$ cat src/rtl/ws2812_frame_scheduler_if.sv
// Pixel RAM read port and pixel stream toward the WS2812 bit transmitter.
interface ws2812_frame_scheduler_if #(
  parameter int unsigned ADDR_W = 6
);
  localparam int unsigned PX_W = 24;

  logic              rd_en;
  logic [ADDR_W-1:0] rd_addr;
  logic [PX_W-1:0]   rd_data;
  logic              px_valid;
  logic [PX_W-1:0]   px_data;
  logic              px_ready;
  logic              tx_idle;

  modport master (
    output rd_en, rd_addr, px_valid, px_data,
    input  rd_data, px_ready, tx_idle
  );

  modport slave (
    input  rd_en, rd_addr, px_valid, px_data,
    output rd_data, px_ready, tx_idle
  );
endinterface

$ cat src/rtl/ws2812_frame_scheduler.sv
// Walks the pixel RAM once per frame, offers each GRB word to the bit
// transmitter, then holds the latch gap before finishing or auto-restarting.
module ws2812_frame_scheduler #(
  parameter int unsigned ADDR_W       = 6,
  parameter int unsigned RESET_CYCLES = 15000
) (
  input  logic                    clk,
  input  logic                    rst_n,
  input  logic                    start,
  input  logic [ADDR_W:0]         led_count,
  input  logic                    auto_en,
  input  logic                    abort,
  ws2812_frame_scheduler_if.master bus,
  output logic                    busy,
  output logic                    frame_done
);
  localparam int unsigned CNT_W = ADDR_W + 1;
  localparam int unsigned PX_W  = 24;
  localparam int unsigned GAP_W = $clog2(RESET_CYCLES + 1);
  localparam logic [GAP_W-1:0] GAP_LAST = GAP_W'(RESET_CYCLES - 1);

  typedef enum logic [2:0] {
    S_IDLE, S_FETCH, S_WAIT, S_PRESENT, S_LATCH
  } state_e;

  state_e            state_q, state_nxt;
  logic [CNT_W-1:0]  idx_q, idx_nxt;
  logic [CNT_W-1:0]  cnt_q, cnt_nxt;
  logic [GAP_W-1:0]  gap_q, gap_nxt;
  logic              aborted_q, aborted_nxt;
  logic              done_nxt;

  logic              rd_en_q, rd_en_d;
  logic [ADDR_W-1:0] rd_addr_q, rd_addr_d;
  logic              px_valid_q, px_valid_d;
  logic [PX_W-1:0]   px_data_q, px_data_d;
  logic              busy_q, busy_d;
  logic              frame_done_q, frame_done_d;

  // State, datapath and registered outputs
  always_ff @(posedge clk or negedge rst_n) begin
    if (!rst_n) begin
      state_q      <= S_IDLE;
      idx_q        <= '0;
      cnt_q        <= '0;
      gap_q        <= '0;
      aborted_q    <= 1'b0;
      rd_en_q      <= 1'b0;
      rd_addr_q    <= '0;
      px_valid_q   <= 1'b0;
      px_data_q    <= '0;
      busy_q       <= 1'b0;
      frame_done_q <= 1'b0;
    end else begin
      state_q      <= state_nxt;
      idx_q        <= idx_nxt;
      cnt_q        <= cnt_nxt;
      gap_q        <= gap_nxt;
      aborted_q    <= aborted_nxt;
      rd_en_q      <= rd_en_d;
      rd_addr_q    <= rd_addr_d;
      px_valid_q   <= px_valid_d;
      px_data_q    <= px_data_d;
      busy_q       <= busy_d;
      frame_done_q <= frame_done_d;
    end
  end

  // Next-state: abort outranks start and the pixel handshake
  always_comb begin
    state_nxt   = state_q;
    idx_nxt     = idx_q;
    cnt_nxt     = cnt_q;
    gap_nxt     = '0;
    aborted_nxt = aborted_q;
    done_nxt    = 1'b0;
    case (state_q)
      S_IDLE: begin
        if (start && !abort && (led_count != '0)) begin
          cnt_nxt     = led_count;
          idx_nxt     = '0;
          aborted_nxt = 1'b0;
          state_nxt   = S_FETCH;
        end
      end
      S_FETCH, S_WAIT: begin
        if (abort) begin
          aborted_nxt = 1'b1;
          state_nxt   = S_LATCH;
        end else begin
          state_nxt = (state_q == S_FETCH) ? S_WAIT : S_PRESENT;
        end
      end
      S_PRESENT: begin
        if (abort) begin
          aborted_nxt = 1'b1;
          state_nxt   = S_LATCH;
        end else if (bus.px_ready) begin
          if (idx_q != cnt_q - CNT_W'(1)) begin
            idx_nxt   = idx_q + CNT_W'(1);
            state_nxt = S_FETCH;
          end else begin
            state_nxt = S_LATCH;
          end
        end
      end
      S_LATCH: begin
        aborted_nxt = aborted_q | abort;
        if (!bus.tx_idle) begin
          gap_nxt = '0;
        end else if (gap_q == GAP_LAST) begin
          done_nxt    = !aborted_nxt;
          aborted_nxt = 1'b0;
          if (done_nxt && auto_en) begin
            idx_nxt   = '0;
            state_nxt = S_FETCH;
          end else begin
            state_nxt = S_IDLE;
          end
        end else begin
          gap_nxt = gap_q + GAP_W'(1);
        end
      end
      default: state_nxt = S_IDLE;
    endcase
  end

  // Outputs are registered from the next state so they line up with it
  always_comb begin
    rd_en_d      = (state_nxt == S_FETCH);
    rd_addr_d    = rd_en_d ? idx_nxt[ADDR_W-1:0] : '0;
    px_valid_d   = (state_nxt == S_PRESENT);
    busy_d       = (state_nxt != S_IDLE);
    frame_done_d = done_nxt;
    px_data_d    = (state_q == S_WAIT) ? bus.rd_data : px_data_q;
  end

  assign bus.rd_en    = rd_en_q;
  assign bus.rd_addr  = rd_addr_q;
  assign bus.px_valid = px_valid_q;
  assign bus.px_data  = px_data_q;
  assign busy         = busy_q;
  assign frame_done   = frame_done_q;
endmodule

$ cat src/flat_wrapper.sv
// flat-port wrapper written by rule: the top's interface ports become plain ports
module ws2812_frame_scheduler_flat 
#(
  parameter int unsigned ADDR_W       = 6,
  parameter int unsigned RESET_CYCLES = 15000
)
  (clk, rst_n, start, led_count, auto_en, abort, busy, frame_done, bus_rd_en, bus_rd_addr, bus_px_valid, bus_px_data, bus_rd_data, bus_px_ready, bus_tx_idle);
  ws2812_frame_scheduler_if #(.ADDR_W(ADDR_W)) bus_i ();
  input  logic clk;
  input  logic rst_n;
  input  logic start;
  input  logic [ADDR_W:0] led_count;
  input  logic auto_en;
  input  logic abort;
  output logic busy;
  output logic frame_done;
  output wire logic [$bits(bus_i.rd_en)-1:0] bus_rd_en;
  output wire logic [$bits(bus_i.rd_addr)-1:0] bus_rd_addr;
  output wire logic [$bits(bus_i.px_valid)-1:0] bus_px_valid;
  output wire logic [$bits(bus_i.px_data)-1:0] bus_px_data;
  input wire logic [$bits(bus_i.rd_data)-1:0] bus_rd_data;
  input wire logic [$bits(bus_i.px_ready)-1:0] bus_px_ready;
  input wire logic [$bits(bus_i.tx_idle)-1:0] bus_tx_idle;
  assign bus_rd_en = bus_i.rd_en;
  assign bus_rd_addr = bus_i.rd_addr;
  assign bus_px_valid = bus_i.px_valid;
  assign bus_px_data = bus_i.px_data;
  assign bus_i.rd_data = bus_rd_data;
  assign bus_i.px_ready = bus_px_ready;
  assign bus_i.tx_idle = bus_tx_idle;
  ws2812_frame_scheduler #(.ADDR_W(ADDR_W), .RESET_CYCLES(RESET_CYCLES)) u_core (.clk(clk), .rst_n(rst_n), .start(start), .led_count(led_count), .auto_en(auto_en), .abort(abort), .bus(bus_i), .busy(busy), .frame_done(frame_done));
endmodule
$ cat config.mk
export PLATFORM = sky130hd
export DESIGN_NAME = ws2812_frame_scheduler_flat
export DESIGN_NICKNAME = d
export VERILOG_FILES = /design/src/rtl/ws2812_frame_scheduler_if.sv /design/src/rtl/ws2812_frame_scheduler.sv /design/src/flat_wrapper.sv
export SDC_FILE = /design/constraint.sdc
export NUM_CORES = 1
export LEC_CHECK = 0
export CAP_MARGIN = 20
export CORE_ASPECT_RATIO = 1.75
export CORE_MARGIN = 2
export CORE_UTILIZATION = 45
export DETAILED_ROUTE_END_ITERATION = 6
export GPL_TIMING_DRIVEN = 0
export PLACE_DENSITY = 0.72
export SLEW_MARGIN = 40
export SYNTH_ARGS = -nofsm -noshare
export SYNTH_HDL_FRONTEND = slang
export SYNTH_SLANG_ARGS = --single-unit
export TNS_END_PERCENT = 50
$ cat constraint.sdc
create_clock -name clk -period 2.5 [get_ports clk]
set_input_delay 0.75 -clock clk [delete_from_list [all_inputs] [get_ports clk]]
set_output_delay 0.75 -clock clk [all_outputs]
set_load 0.02 [all_outputs]
==> results of run 1 <==
[synth_stat cells (2+ instances only)]
cell type / number / area (µm²)
a21oi_1: 12 / 60.1
o21a_1: 2 / 15.0
ha_1: 3 / 37.5
nor3b_1: 2 / 15.0
a31oi_1: 4 / 25.0
nor3_1: 4 / 20.0
or4_1: 2 / 15.0
nand3b_1: 3 / 22.5
buf_6: 2 / 22.5
dfrtp_1: 66 / 1650
nand2b_1: 3 / 18.8
buf_1: 3 / 11.3
xor2_1: 12 / 105
mux2_2: 31 / 349
a21boi_0: 2 / 15.0
o21ai_0: 3 / 15.0
clkbuf_1: 5 / 18.8
nand4_1: 2 / 12.5
nand2_1: 19 / 71.3
nand3_1: 8 / 40.0
nor2_1: 28 / 105
nor2b_1: 3 / 18.8
buf_2: 2 / 10.0
inv_1: 7 / 26.3
and3_1: 3 / 18.8
o21ai_1: 3 / 15.0
a21o_1: 2 / 15.0
a211oi_1: 2 / 15.0
or2_2: 2 / 12.5
xnor2_1: 10 / 87.6
and2_1: 4 / 25.0
[cells by family (layout without fill, tap and decap cells)]
kind of cell | after synthesis | count (layout) | synth area share [%]
and+or+nand+nor | 94 | 94 | 16.3
DFF | 66 | 66 | 51.5
AOI/OAI and AO/OA | 45 | 45 | 10.2
muxes | 32 | 32 | 11.2
xor gates and xnor gates | 23 | 23 | 6.75
buffers and inverters | 20 | 114 | 2.89
adders and majority gates | 3 | 3 | 1.17
[per-layer routing]
metal	vias to the layer above	wire [µm]
met5	-	0
met4	0	198
met3	16	278
met2	56	3960
met1	1179	2630
li1	1171	-
[registers in the layout, indices dropped and copies added, names as in the netlist]
name	count
u_core.bus.px_valid	1
u_core.bus.rd_en	1
u_core.busy	1
u_core.bus.px_data	24
u_core.idx_q	7
u_core.aborted_q	1
u_core.state_q	3
u_core.bus.rd_addr	6
u_core.frame_done	1
u_core.gap_q	14
u_core.cnt_q	7
[final timing paths]
check | from | end | depth (start not counted)
max | led_count[5] | u_core.idx_q[2] | 8
min | rst_n | u_core.gap_q[5] | 1
max reg2reg | u_core.cnt_q[1] | u_core.idx_q[6] | 10
min reg2reg | u_core.gap_q[0] | u_core.gap_q[0] | 1
max in group asynchronous | rst_n | u_core.bus.px_data[0] | 2
min in group clk | u_core.gap_q[0] | u_core.gap_q[0] | 1
[layout make-up]
class | instances | area [µm²]
fillers | 547 | 2430
flip-flops and latches | 66 | 1650
multi-input cells | 197 | 1530
repair buffers | 78 | 768
clock buffers | 15 | 288
well taps | 84 | 105
plain buffers | 12 | 72.6
clock inverters | 1 | 30.0
inverters | 8 | 30.0
[report_power, final]
| group | switching, W | internal, W |
|---|---|---|
| clock network | 0.000426 | 0.000881 |
| logic | 0.000858 | 0.000959 |
| registers | 0.000216 | 0.00138 |
[what timing repair did]
action | 4_1_cts | 5_1_grt
pin swaps | 5 | 4
buffers inserted | 5 | 1
setup endpoints to repair | 24 | 13
gates resized for setup | 13 | 5
hold endpoints to repair | 0 | 0
[metrics by stage]
stage | instance area, µm² | power (W) | worst slack (ns) | cells
floorplan | 3210 | 0.00261 | 0.103 | 283
global placement | 4030 | 0.00325 | -1.45 | 438
detailed placement | 4050 | 0.00331 | -0.896 | 439
CTS | 4450 | 0.00472 | 0.00164 | 460
global route | 4480 | 0.00498 | -0.0469 | 461
finish | 4480 | 0.00472 | 0.0943 | 461
==> results.json, run 1 <==
{
  "drtAntennaViolNets": 0,
  "synth.distinct_cells": 60,
  "drt_iter0_drc": 74,
  "grt_start_max_net_pins": 41,
  "status": "finished clean",
  "layout_commonest_cell": "clkdlybuf4s50_1",
  "ir_drop_v": 0.000460,
  "cpMaxStageDelayCell": "or4_4",
  "path_class": "in -> reg",
  "grt_most_used_layer": "met2",
  "synthCells": 283,
  "routed_wl_mm": 7.06,
  "layout-drive-gt1-share_pct": 21.8,
  "grt_util_met1_pct": 20.6,
  "final_core_util_pct": 64.9,
  "tightest_slew_ns": 0.549,
  "clock-sinks": 66,
  "path_clk_slew_ns": 0.05,
  "nNetsFinal": 413,
  "synth-edff-count": 0,
  "port_buffers": 71,
  "core_um2": 6910,
  "required_ns": 2.74,
  "synth-seq-area-share_pct": 51.5,
  "grt_setup_unrepaired": "yes",
  "routed_via_density": 5.25,
  "path_buf_inv": 3,
  "cpMostUsedCell": "buf_4",
  "tns_ns": 0,
  "post_drt_wl_per_cell_um": 15.3,
  "rows": 40,
  "hp-class": "in -> async",
  "ys.flop_type": "dfrtp_1",
  "drt_first_pass_iters": 4,
  "path_max_fanout": 4,
  "startpoint_type": "input port",
  "ys_warn_count": 0,
  "hold_buffers": 0,
  "antenna_found_initial": 0,
  "htreeDepth": 3,
  "die_h_um": 116,
  "cts_buffers": 9,
  "leakage_nw": 1.90,
  "dp_hpwl_mm": 5.05,
  "die_area_um2": 7850,
  "reg2reg_slack_ns": 0.11,
  "overflow": 0,
  "hold_violations": 0,
  "worst_path_largest_cell_delay_ns": 0.55,
  "cts_root_buf": "clkbuf_16",
  "grt_use_met2_pct": 35.8,
  "num_antenna_cells": 0,
  "synth_nets": 324,
  "avgSynthCellArea_um2": 11.3,
  "drc": 0,
  "arrival_ns": 2.64,
  "synthArstFlopShare_pct": 100,
  "tritoncts": "yes",
  "holdWs_ns": 0.333,
  "max-slew-margin-rel_pct": 63.3,
  "areaGrowthSynthToFinish_pct": 39.7,
  "drv_cap": 0,
  "report.final.slew_viol_count": 0,
  "end_kind": "flop",
  "period_minus_slack_ns": 2.41,
  "top_level_ports": 72,
  "ys_seq_elements": 66,
  "cts_buffer_depth": 2,
  "max_freq_ghz": 0.416,
  "grt_use_total_pct": 19.9,
  "met3_usage_pct": 4.27,
  "cpLargestDelayFamily": "compound AO/OA/AOI/OAI gates",
  "fin_crit_sh_pct": 96.2,
  "die_w_um": 67.8,
  "mostFrequentLayoutCells": "clkdlybuf4s50_1, dfrtp_1, mux2_2",
  "initial_utilization_pct": 46.4,
  "grt_pass1_wl_mm": 11.4,
  "gp_congestion": 0.801,
  "insertion_delay_ns": 0.33,
  "grt_pass1_vias": 2399,
  "vias": 2422,
  "fin_skew_ns": 0.00629,
  "p_per_area_nw_per_um2": 1050,
  "finalSetupViolCount": 0,
  "cp_cell_sequence": "dlygate4sd2_1 > or4_4 > o41ai_4 > buf_4 > o31a_1 > buf_4 > a21oi_1 > a31oi_1",
  "syn-cell-area_um2": 3210
}
Note: power is estimated with default switching activity, not from simulation.
==> inputs of run 2 (changes only) <==
--- a/config.mk
+++ b/config.mk
@@ -12,7 +12,7 @@
 export DETAILED_ROUTE_END_ITERATION = 6
 export GPL_TIMING_DRIVEN = 0
 export PLACE_DENSITY = 0.72
-export SLEW_MARGIN = 40
+export SLEW_MARGIN = 10
 export SYNTH_ARGS = -nofsm -noshare
 export SYNTH_HDL_FRONTEND = slang
 export SYNTH_SLANG_ARGS = --single-unit
==> results.json, run 2 (synthesized netlist as in run 1, its figures left out) <==
{
  "routed_wl_mm": 7.04,
  "mostFrequentLayoutCells": "clkdlybuf4s50_1, dfrtp_1, mux2_2",
  "top_level_ports": 72,
  "die_w_um": 67.8,
  "period_minus_slack_ns": 2.42,
  "final_core_util_pct": 63.9,
  "clock-sinks": 66,
  "die_h_um": 116,
  "hold_violations": 0,
  "path_clk_slew_ns": 0.05,
  "hp-class": "reg -> reg",
  "report.final.slew_viol_count": 0,
  "final_area_um2": 4420,
  "dpl_cell_area_um2": 4020,
  "drt_first_pass_iters": 4,
  "grt_setup_unrepaired": "no",
  "post_drt_wl_per_cell_um": 15.3,
  "cts_buffer_depth": 2,
  "areaGrowthSynthToFinish_pct": 37.6,
  "largest_reg_flops": 24,
  "top_layer_used": "met4",
  "max-slew-margin-rel_pct": 38.6,
  "wl_met1_mm": 2.66,
  "grt_pass1_vias": 2496,
  "p_per_area_nw_per_um2": 1030,
  "vias": 2432,
  "leakage_nw": 1.87,
  "insertion_delay_ns": 0.33,
  "initial_utilization_pct": 46.4,
  "path_max_fanout": 2,
  "grt_pass1_wl_mm": 11.4,
  "rows": 40,
  "core_um2": 6910,
  "drv_cap": 0,
  "dp_hpwl_mm": 4.93,
  "hold_buffers": 0,
  "fin_skew_ns": 0.00271,
  "max_freq_ghz": 0.413,
  "port_buffers": 71,
  "tritoncts": "yes",
  "overflow": 0,
  "drt_iter0_drc": 104,
  "fin_crit_sh_pct": 96.8,
  "die_area_um2": 7850,
  "status": "finished clean",
  "grt_start_max_net_pins": 67,
  "tightest_slew_ns": 0.919,
  "dr_wl_met3_um": 281,
  "startpoint_type": "input port",
  "htreeDepth": 3,
  "cts_root_buf": "clkbuf_16",
  "end_kind": "flop",
  "nNetsFinal": 411,
  "num_antenna_cells": 0,
  "arrival_ns": 2.67,
  "finalSetupViolCount": 0,
  "routed_via_density": 5.30,
  "ir_drop_v": 0.000504,
  "met2_length_mm": 3.91,
  "cts_buffers": 9,
  "antenna_found_initial": 0,
  "grt_use_total_pct": 19.6,
  "drc": 0,
  "drtAntennaViolNets": 0,
  "layout_commonest_cell": "clkdlybuf4s50_1",
  "gp_congestion": 0.801,
  "required_ns": 2.75,
  "nFillCells": 561,
  "path_class": "in -> reg",
  "layout-drive-gt1-share_pct": 20.5
}
[run 2: path summary, 6_finish.rpt]
kind / startpoint / endpoint / slack (ns) / cells past startpoint
worst max-delay path: led_count[6] / u_core.bus.rd_addr[5] / 0.08 / 9
worst min-delay path: u_core.gap_q[0] / u_core.gap_q[0] / 0.45 / 1
worst max register to register: u_core.cnt_q[0] / u_core.idx_q[6] / 0.15 / 10
worst min register to register: u_core.gap_q[0] / u_core.gap_q[0] / 0.45 / 1
max in group asynchronous: rst_n / u_core.cnt_q[0] / 1.38 / 1
min in group asynchronous: rst_n / u_core.gap_q[4] / 0.50 / 1
[run 2: timing repair]
item                                    4_1_cts  5_1_grt
endpoints found under the setup margin       20       15
buffers inserted                              4        1
pin swaps                                     5        4
gates resized for setup                      10        7
[run 2: area by class of cell]
type	instances	area (µm²)	share of cell area, %
inverter	8	30.0	0.680
multi-input combinational	197	1530	34.7
clock inverter	2	10.0	0.227
sequential	66	1650	37.4
timing repair buffer	76	741	16.8
buffer	12	72.6	1.64
tap	84	105	2.38
clock buffer	14	274	6.21
[run 2: critical path, stage by stage]
cell and delay [ns]:
dlygate4sd2_1 0.25, or4_4 0.55, o41ai_4 0.29, buf_4 0.18, o31a_1 0.16, o21a_1 0.15, o22a_1 0.14, o21ai_1 0.07
a21oi_1 0.14
[run 2: per-stage QoR]
step	power (W)	setup TNS (ns)	worst slack, ns	std cells	hold WS [ns]
finish	0.00456	0	0.0804	459	0.450
global route	0.00481	0	0.00213	459	0.463
CTS	0.00453	0	0.0207	458	0.451
detailed placement	0.00330	-14.50	-0.900	438	0.444
global placement	0.00325	-109.94	-1.45	438	0.435
floorplan	0.00261	0	0.103	283	0.424
[run 2: per-layer routing]
layer | vias to the layer above | track usage [%]
met5 | - | 0
met4 | 0 | 10.0
met1 | 1190 | 20.8
li1 | 1165 | -
met3 | 14 | 4.17
met2 | 63 | 35.4
[run 2: power breakdown]
group	internal, W	switching (W)
Clock	0.000748	0.000428
Combinational	0.000951	0.000834
Sequential	0.00138	0.000225
